<file path="config.mk">
export PLATFORM = sky130hd
export DESIGN_NAME = vga_vram_arbiter
export DESIGN_NICKNAME = d
export VERILOG_FILES = /design/src/rtl/vga_vram_arbiter.sv
export SDC_FILE = /design/constraint.sdc
export NUM_CORES = 1
export LEC_CHECK = 0
export ABC_AREA = 1
export CORE_ASPECT_RATIO = 1.5
export CORE_MARGIN = 8
export CORE_UTILIZATION = 38
export CTS_BUF_LIST = sky130_fd_sc_hd__clkbuf_8
export DETAILED_ROUTE_END_ITERATION = 8
export GPL_TIMING_DRIVEN = 0
export PLACE_DENSITY = 0.86
export RECOVER_POWER = 25
export SYNTH_ARGS = -nofsm -noshare
export SYNTH_HDL_FRONTEND = slang
export SYNTH_SLANG_ARGS = --single-unit
</file>
<file path="constraint.sdc">
create_clock -name clk_core -period 1.3 [get_ports clk_core]
set_input_delay 0.26 -clock clk_core [delete_from_list [all_inputs] [get_ports clk_core]]
set_output_delay 0.26 -clock clk_core [all_outputs]
set_load 0.01 [all_outputs]
</file>
<file path="src/rtl/vga_vram_arbiter.sv">
// vga_vram_arbiter: single-port video RAM arbiter on the core clock.
//   Serves VGA pixel fetches (vram_rd/vram_addr -> vram_data/vram_vld, with
//   back-pressure on vram_busy) and a core-side pixel write port
//   (wr_valid/wr_addr/wr_data, handshake wr_ready) from one synchronous SRAM.
//   Reads have priority; after MAXRD consecutive reads with a write pending,
//   the write is forced through. Priority: forced write > read > clear > write.
// Optional clear engine (define VRAM_CLEAR_EN): clr_start/clr_color/clr_busy
//   fill addresses 0..DEPTH-1 with one colour in otherwise idle cycles.
// Ports:
//   clk_core, rst_core (async, active-low)
//   vram_rd, vram_addr, vram_busy, vram_data, vram_vld   pixel-fetch responder
//   wr_valid, wr_addr, wr_data, wr_ready                  pixel write port
//   sram_ce, sram_we, sram_addr, sram_wdata, sram_rdata   SRAM command/data
//   clr_start, clr_color, clr_busy                        clear (VRAM_CLEAR_EN)
module vga_vram_arbiter #(
  parameter int unsigned PWIDTH  = 8,
  parameter int unsigned AWIDTH  = 19,
  parameter int unsigned DEPTH   = 307200,
  parameter int unsigned LATENCY = 2,
  parameter int unsigned MAXRD   = 8
) (
  input  logic              clk_core,
  input  logic              rst_core,
  input  logic              vram_rd,
  input  logic [AWIDTH-1:0] vram_addr,
  output logic              vram_busy,
  output logic [PWIDTH-1:0] vram_data,
  output logic              vram_vld,
  input  logic              wr_valid,
  input  logic [AWIDTH-1:0] wr_addr,
  input  logic [PWIDTH-1:0] wr_data,
  output logic              wr_ready,
  output logic              sram_ce,
  output logic              sram_we,
  output logic [AWIDTH-1:0] sram_addr,
  output logic [PWIDTH-1:0] sram_wdata,
  input  logic [PWIDTH-1:0] sram_rdata
`ifdef VRAM_CLEAR_EN
  ,
  input  logic              clr_start,
  input  logic [PWIDTH-1:0] clr_color,
  output logic              clr_busy
`endif
);

  localparam int unsigned SWIDTH = $clog2(MAXRD + 1);

  if (LATENCY < 1 || MAXRD < 1 || DEPTH < 1) begin : g_param_check
    $error("vga_vram_arbiter: LATENCY, MAXRD and DEPTH must be at least 1");
  end

  logic              rst_done;
  logic [SWIDTH-1:0] rd_streak;
  logic              forced_write;
  logic              read_accept;
  logic              write_accept;
  logic              clr_write;
  logic              clr_active;
  logic [AWIDTH-1:0] clr_addr;
  logic [PWIDTH-1:0] clr_col;
  logic [LATENCY:0]  rd_pipe;

  // Arbitration: a forced write pre-empts reads; otherwise reads win over
  // the clear engine, which in turn blocks the write port.
  assign forced_write = wr_valid & (rd_streak == SWIDTH'(MAXRD));
  assign vram_busy    = forced_write | ~rst_done;
  assign read_accept  = vram_rd & ~vram_busy;
  assign wr_ready     = rst_core & (forced_write | (~read_accept & ~clr_active));
  assign write_accept = wr_valid & wr_ready;
  assign clr_write    = clr_active & ~read_accept & ~forced_write;

  // Low for the first cycle after reset release so no read slips in early.
  always_ff @(posedge clk_core or negedge rst_core) begin
    if (!rst_core) rst_done <= 1'b0;
    else           rst_done <= 1'b1;
  end

  // Consecutive reads granted while a write is waiting; saturates at MAXRD.
  always_ff @(posedge clk_core or negedge rst_core) begin
    if (!rst_core) begin
      rd_streak <= '0;
    end else if (write_accept || !wr_valid) begin
      rd_streak <= '0;
    end else if (read_accept && (rd_streak != SWIDTH'(MAXRD))) begin
      rd_streak <= rd_streak + SWIDTH'(1);
    end
  end

`ifdef VRAM_CLEAR_EN
  localparam logic [0:0]        ST_IDLE   = 1'b0;
  localparam logic [0:0]        ST_CLEAR  = 1'b1;
  localparam logic [AWIDTH-1:0] LAST_ADDR = AWIDTH'(DEPTH - 1);

  logic [0:0]        state;
  logic [0:0]        state_nxt;
  logic [AWIDTH-1:0] clr_addr_nxt;
  logic [PWIDTH-1:0] clr_col_nxt;

  // Clear engine state register.
  always_ff @(posedge clk_core or negedge rst_core) begin
    if (!rst_core) begin
      state    <= ST_IDLE;
      clr_addr <= '0;
      clr_col  <= '0;
    end else begin
      state    <= state_nxt;
      clr_addr <= clr_addr_nxt;
      clr_col  <= clr_col_nxt;
    end
  end

  // Clear engine next state; a new clr_start always restarts from address 0.
  always_comb begin
    state_nxt    = state;
    clr_addr_nxt = clr_addr;
    clr_col_nxt  = clr_col;
    if (clr_write) begin
      if (clr_addr == LAST_ADDR) state_nxt    = ST_IDLE;
      else                       clr_addr_nxt = clr_addr + AWIDTH'(1);
    end
    if (clr_start) begin
      state_nxt    = ST_CLEAR;
      clr_addr_nxt = '0;
      clr_col_nxt  = clr_color;
    end
  end

  assign clr_active = (state == ST_CLEAR);
  assign clr_busy   = clr_active;
`else
  assign clr_active = 1'b0;
  assign clr_addr   = '0;
  assign clr_col    = '0;
`endif

  // Register the granted access onto the SRAM command bus.
  always_ff @(posedge clk_core or negedge rst_core) begin
    if (!rst_core) begin
      sram_ce    <= 1'b0;
      sram_we    <= 1'b0;
      sram_addr  <= '0;
      sram_wdata <= '0;
    end else begin
      sram_ce <= read_accept | write_accept | clr_write;
      sram_we <= write_accept | clr_write;
      if (read_accept) begin
        sram_addr <= vram_addr;
      end else if (write_accept) begin
        sram_addr  <= wr_addr;
        sram_wdata <= wr_data;
      end else if (clr_write) begin
        sram_addr  <= clr_addr;
        sram_wdata <= clr_col;
      end
    end
  end

  // Read-valid pipeline: stage LATENCY lines up with sram_rdata of that read.
  always_ff @(posedge clk_core or negedge rst_core) begin
    if (!rst_core) begin
      rd_pipe   <= '0;
      vram_vld  <= 1'b0;
      vram_data <= '0;
    end else begin
      rd_pipe  <= {rd_pipe[LATENCY-1:0], read_accept};
      vram_vld <= rd_pipe[LATENCY];
      if (rd_pipe[LATENCY]) vram_data <= sram_rdata;
    end
  end

endmodule

</file>
==> results.py <==
metrics = {
    "synth": {
        "synth_seq_cells": 46,
        "yosys_warnings": 0,
        "synth_area_um2": 2072,
        "synth.area.top_cells": "dfrtp_1, nand2_1, nand3_1",
        "synth_area_leader_cell": "dfrtp_1",
        "yosysSeqAreaShare": 0.5556,
        "netlist.area_leader.share": 0.5556,
        "ys_types": 19,
        "syn_area_per_cell_um2": 8.597,
        "postSynthCellCount": 241,
        "syn_nets": 301,
    },
    "timing": {
        "hold_viol": 0,
        "setup_violations": 36,
        "max_freq_mhz": 597.5,
        "final_max_slew_viol_count": 0,
        "grt_setup_unrepaired": "yes",
        "relSlewSlack": 0.5619,
        "skew_ns": 0.005019,
        "fin_crit_ns": 1.674,
        "setup_slack_ns": -0.3736,
        "worst_pin_slew_ns": 0.6550,
        "min_period_over_period": 1.287,
    },
    "worst_setup_path": {
        "crit_required_ns": 1.04,
        "critPathCaptureType": "primary output",
        "worstSetupPathType": "reg2out",
        "reg2reg_to": "sram_addr[17]",
        "cp_max_fo": 2,
        "regToRegSetupSlack_ns": -0.31,
        "start_kind": "register",
        "timing.rr.start": "rd_streak[0]",
        "reg2regPathDepth": 10,
        "cp-startpoint": "rd_streak[0]",
        "worstPathArrival_ns": 1.41,
    },
    "final_layout": {
        "fill_cells": 473,
        "final_cell_area_um2": 3437,
        "diodes": 0,
        "drive_gt1_frac": 0.1768,
        "fin_nets": 421,
        "syn2layout_area_growth_pct": 65.88,
    },
    "die": {
        "fp-row-count": 33,
        "start_util": 0.3860,
        "die_w_um": 76.29,
        "die_area_um2": 8120,
        "fp.dieH_um": 106.4,
        "boundaryPins": 98,
        "core_area_um2": 5368,
    },
    "pwr": {
        "leakage_nw": 1.783,
        "ir_drop_v": 0.0007132,
        "power.density_nw_per_um2": 1071,
    },
    "drt": {
        "antenna_left": 0,
        "dr.pass1.iters": 4,
        "drc_errors": 0,
        "wirelength_um": 6116,
        "via_per_inst": 4.706,
        "drt-wirelength-per-cell_um": 14.16,
        "num_vias": 2033,
        "drt_iter0_drc": 96,
    },
    "place": {
        "place_area_um2": 3187,
        "dp_slack_ns": -1.001,
        "portBuffers": 97,
        "dpl.hpwl_um": 4450,
        "finalWeightedCongestion": 0.7601,
    },
    "clock_network": {
        "cts_tree": "yes",
        "cts_made_buffers": 5,
        "cts_sinks": 46,
        "cts-root-buf": "clkbuf_8",
        "path_clk_slew_ns": 0.09,
        "clkLatencyLatePin_ns": 0.29,
        "cts_htree_levels": 2,
        "cts.path.max_buffers": 2,
    },
    "grt": {
        "grt_usage": 0.1512,
        "gr-total-overflow": 0,
        "grt_pass1_vias": 2145,
        "grt_pass1_wl_um": 9867,
        "grt_max_degree": 33,
        "antenna_found_initial": 0,
    },
    "run": {
        "maxCapViolations": 0,
    },
    "run_status": {
        "outcome": "complete, but fails checks",
        "violations": "negative setup slack",
    },
    "hold_path": {
        "hold_path.class": "in2async",
    },
}
[report_power, final]
| group | leakage [nW] | switching [W] | internal [W] | total (W) |
|---|---|---|---|---|
| registers | 0.573 | 0.0000831 | 0.00161 | 0.00169 |
| logic | 1.15 | 0.000436 | 0.000507 | 0.000943 |
| clock network | 0.0585 | 0.000475 | 0.000576 | 0.00105 |
| total | 1.78 | 0.000994 | 0.00269 | 0.00368 |
[state kept, by name (all words and copies together) (netlist names)]
signal,cells
rd_pipe,3
sram_we,1
rd_streak,4
rst_done,1
sram_ce,1
vram_vld,1
sram_addr,19
sram_wdata,8
vram_data,8
[how the worst max path moves through the flow]
stage               endpoint  cells past startpoint
2_1_floorplan  sram_addr[16]                      9
3_3_place_gp        wr_ready                      4
3_5_place_dp        wr_ready                      7
4_1_cts             wr_ready                      8
5_1_grt             wr_ready                      8
6_report            wr_ready                      8
[routing by layer]
metal	global-route usage	vias up	part of all wire
met5	0	-	0
met4	0.06354	0	0.022
met3	0.04983	8	0.056
met2	0.2815	71	0.54
met1	0.1491	960	0.38
li1	-	994	-
[metrics by stage]
step / std cells / power, W / hold slack (ns) / utilization / TNS, ns
global route: 432 / 0.003890 / 0.04437 / 0.6403 / -11.92
detailed placement: 409 / 0.002740 / 0.2231 / 0.5937 / -17.79
CTS: 430 / 0.003724 / 0.02779 / 0.6324 / -8.920
floorplan: 241 / 0.002091 / -0.03559 / - / -1.722
finish: 432 / 0.003682 / 0.04237 / 0.6403 / -9.168
global placement: 408 / 0.002710 / 0.3311 / 0.5909 / -121.25
[cells in the mapped netlist, drive strengths merged]
master	n
a21oi	3
nand2	132
buf	11
dfrtp	46
conb	1
ha	2
nand4	5
o21bai	1
clkbuf	1
mux2	8
nand3	22
inv	8
xor2	1
[repair_timing]
action	4_1_cts	5_1_grt
gates resized for setup	66	8
hold buffers	1	0
setup buffers	10	2
endpoints found under the hold margin	14	0
pin swaps	4	2
setup endpoints to repair	73	36
gates cloned	2	1
[cell usage in the layout (no fill, tap or decap), types with 2 or more instances in the layout]
cell / synthesis / final
a21oi_2: 0 / 2
buf_2: 5 / 4
buf_4: 3 / 12
buf_6: 3 / 10
buf_8: 0 / 2
clkbuf_8: 0 / 5
clkdlybuf4s50_1: 0 / 55
dfrtp_1: 46 / 46
dlygate4sd2_1: 0 / 39
inv_2: 2 / 6
mux2_2: 8 / 8
nand2_1: 131 / 127
nand2_2: 1 / 3
nand2_4: 0 / 2
nand3_1: 20 / 19
nand3_4: 0 / 2
nand4_1: 4 / 4
[worst max-delay path, stage by stage, from the launching register on]
cell and delay (ns):
dfrtp_1 0.40, inv_2 0.10, ha_4 0.15, nand4_4 0.09, nand3_4 0.10, buf_8 0.10
nand2_4 0.04, inv_2 0.05, buf_6 0.09
[area by class of cell]
type	count	area [µm²]	share of cell area
clock inverter	3	43.79	0.01274
buffer	12	122.6	0.03568
multi-input combinational	175	874.6	0.2545
inverter	8	32.53	0.009465
sequential	46	1151	0.3349
clock buffer	5	68.82	0.02002
tap	70	87.58	0.02548
timing repair buffer	113	1056	0.3072
[cell families after synthesis]
logic type | synth area share
AOI/OAI and AO/OA | 0.01087
buffers and inverters | 0.05555
and+or+nand+nor | 0.3164
DFF | 0.5556
muxes | 0.04348
adders and majority gates | 0.01208
other | 0.001810
xor gates and xnor gates | 0.004228
Note: power is estimated with default switching activity, not from simulation.
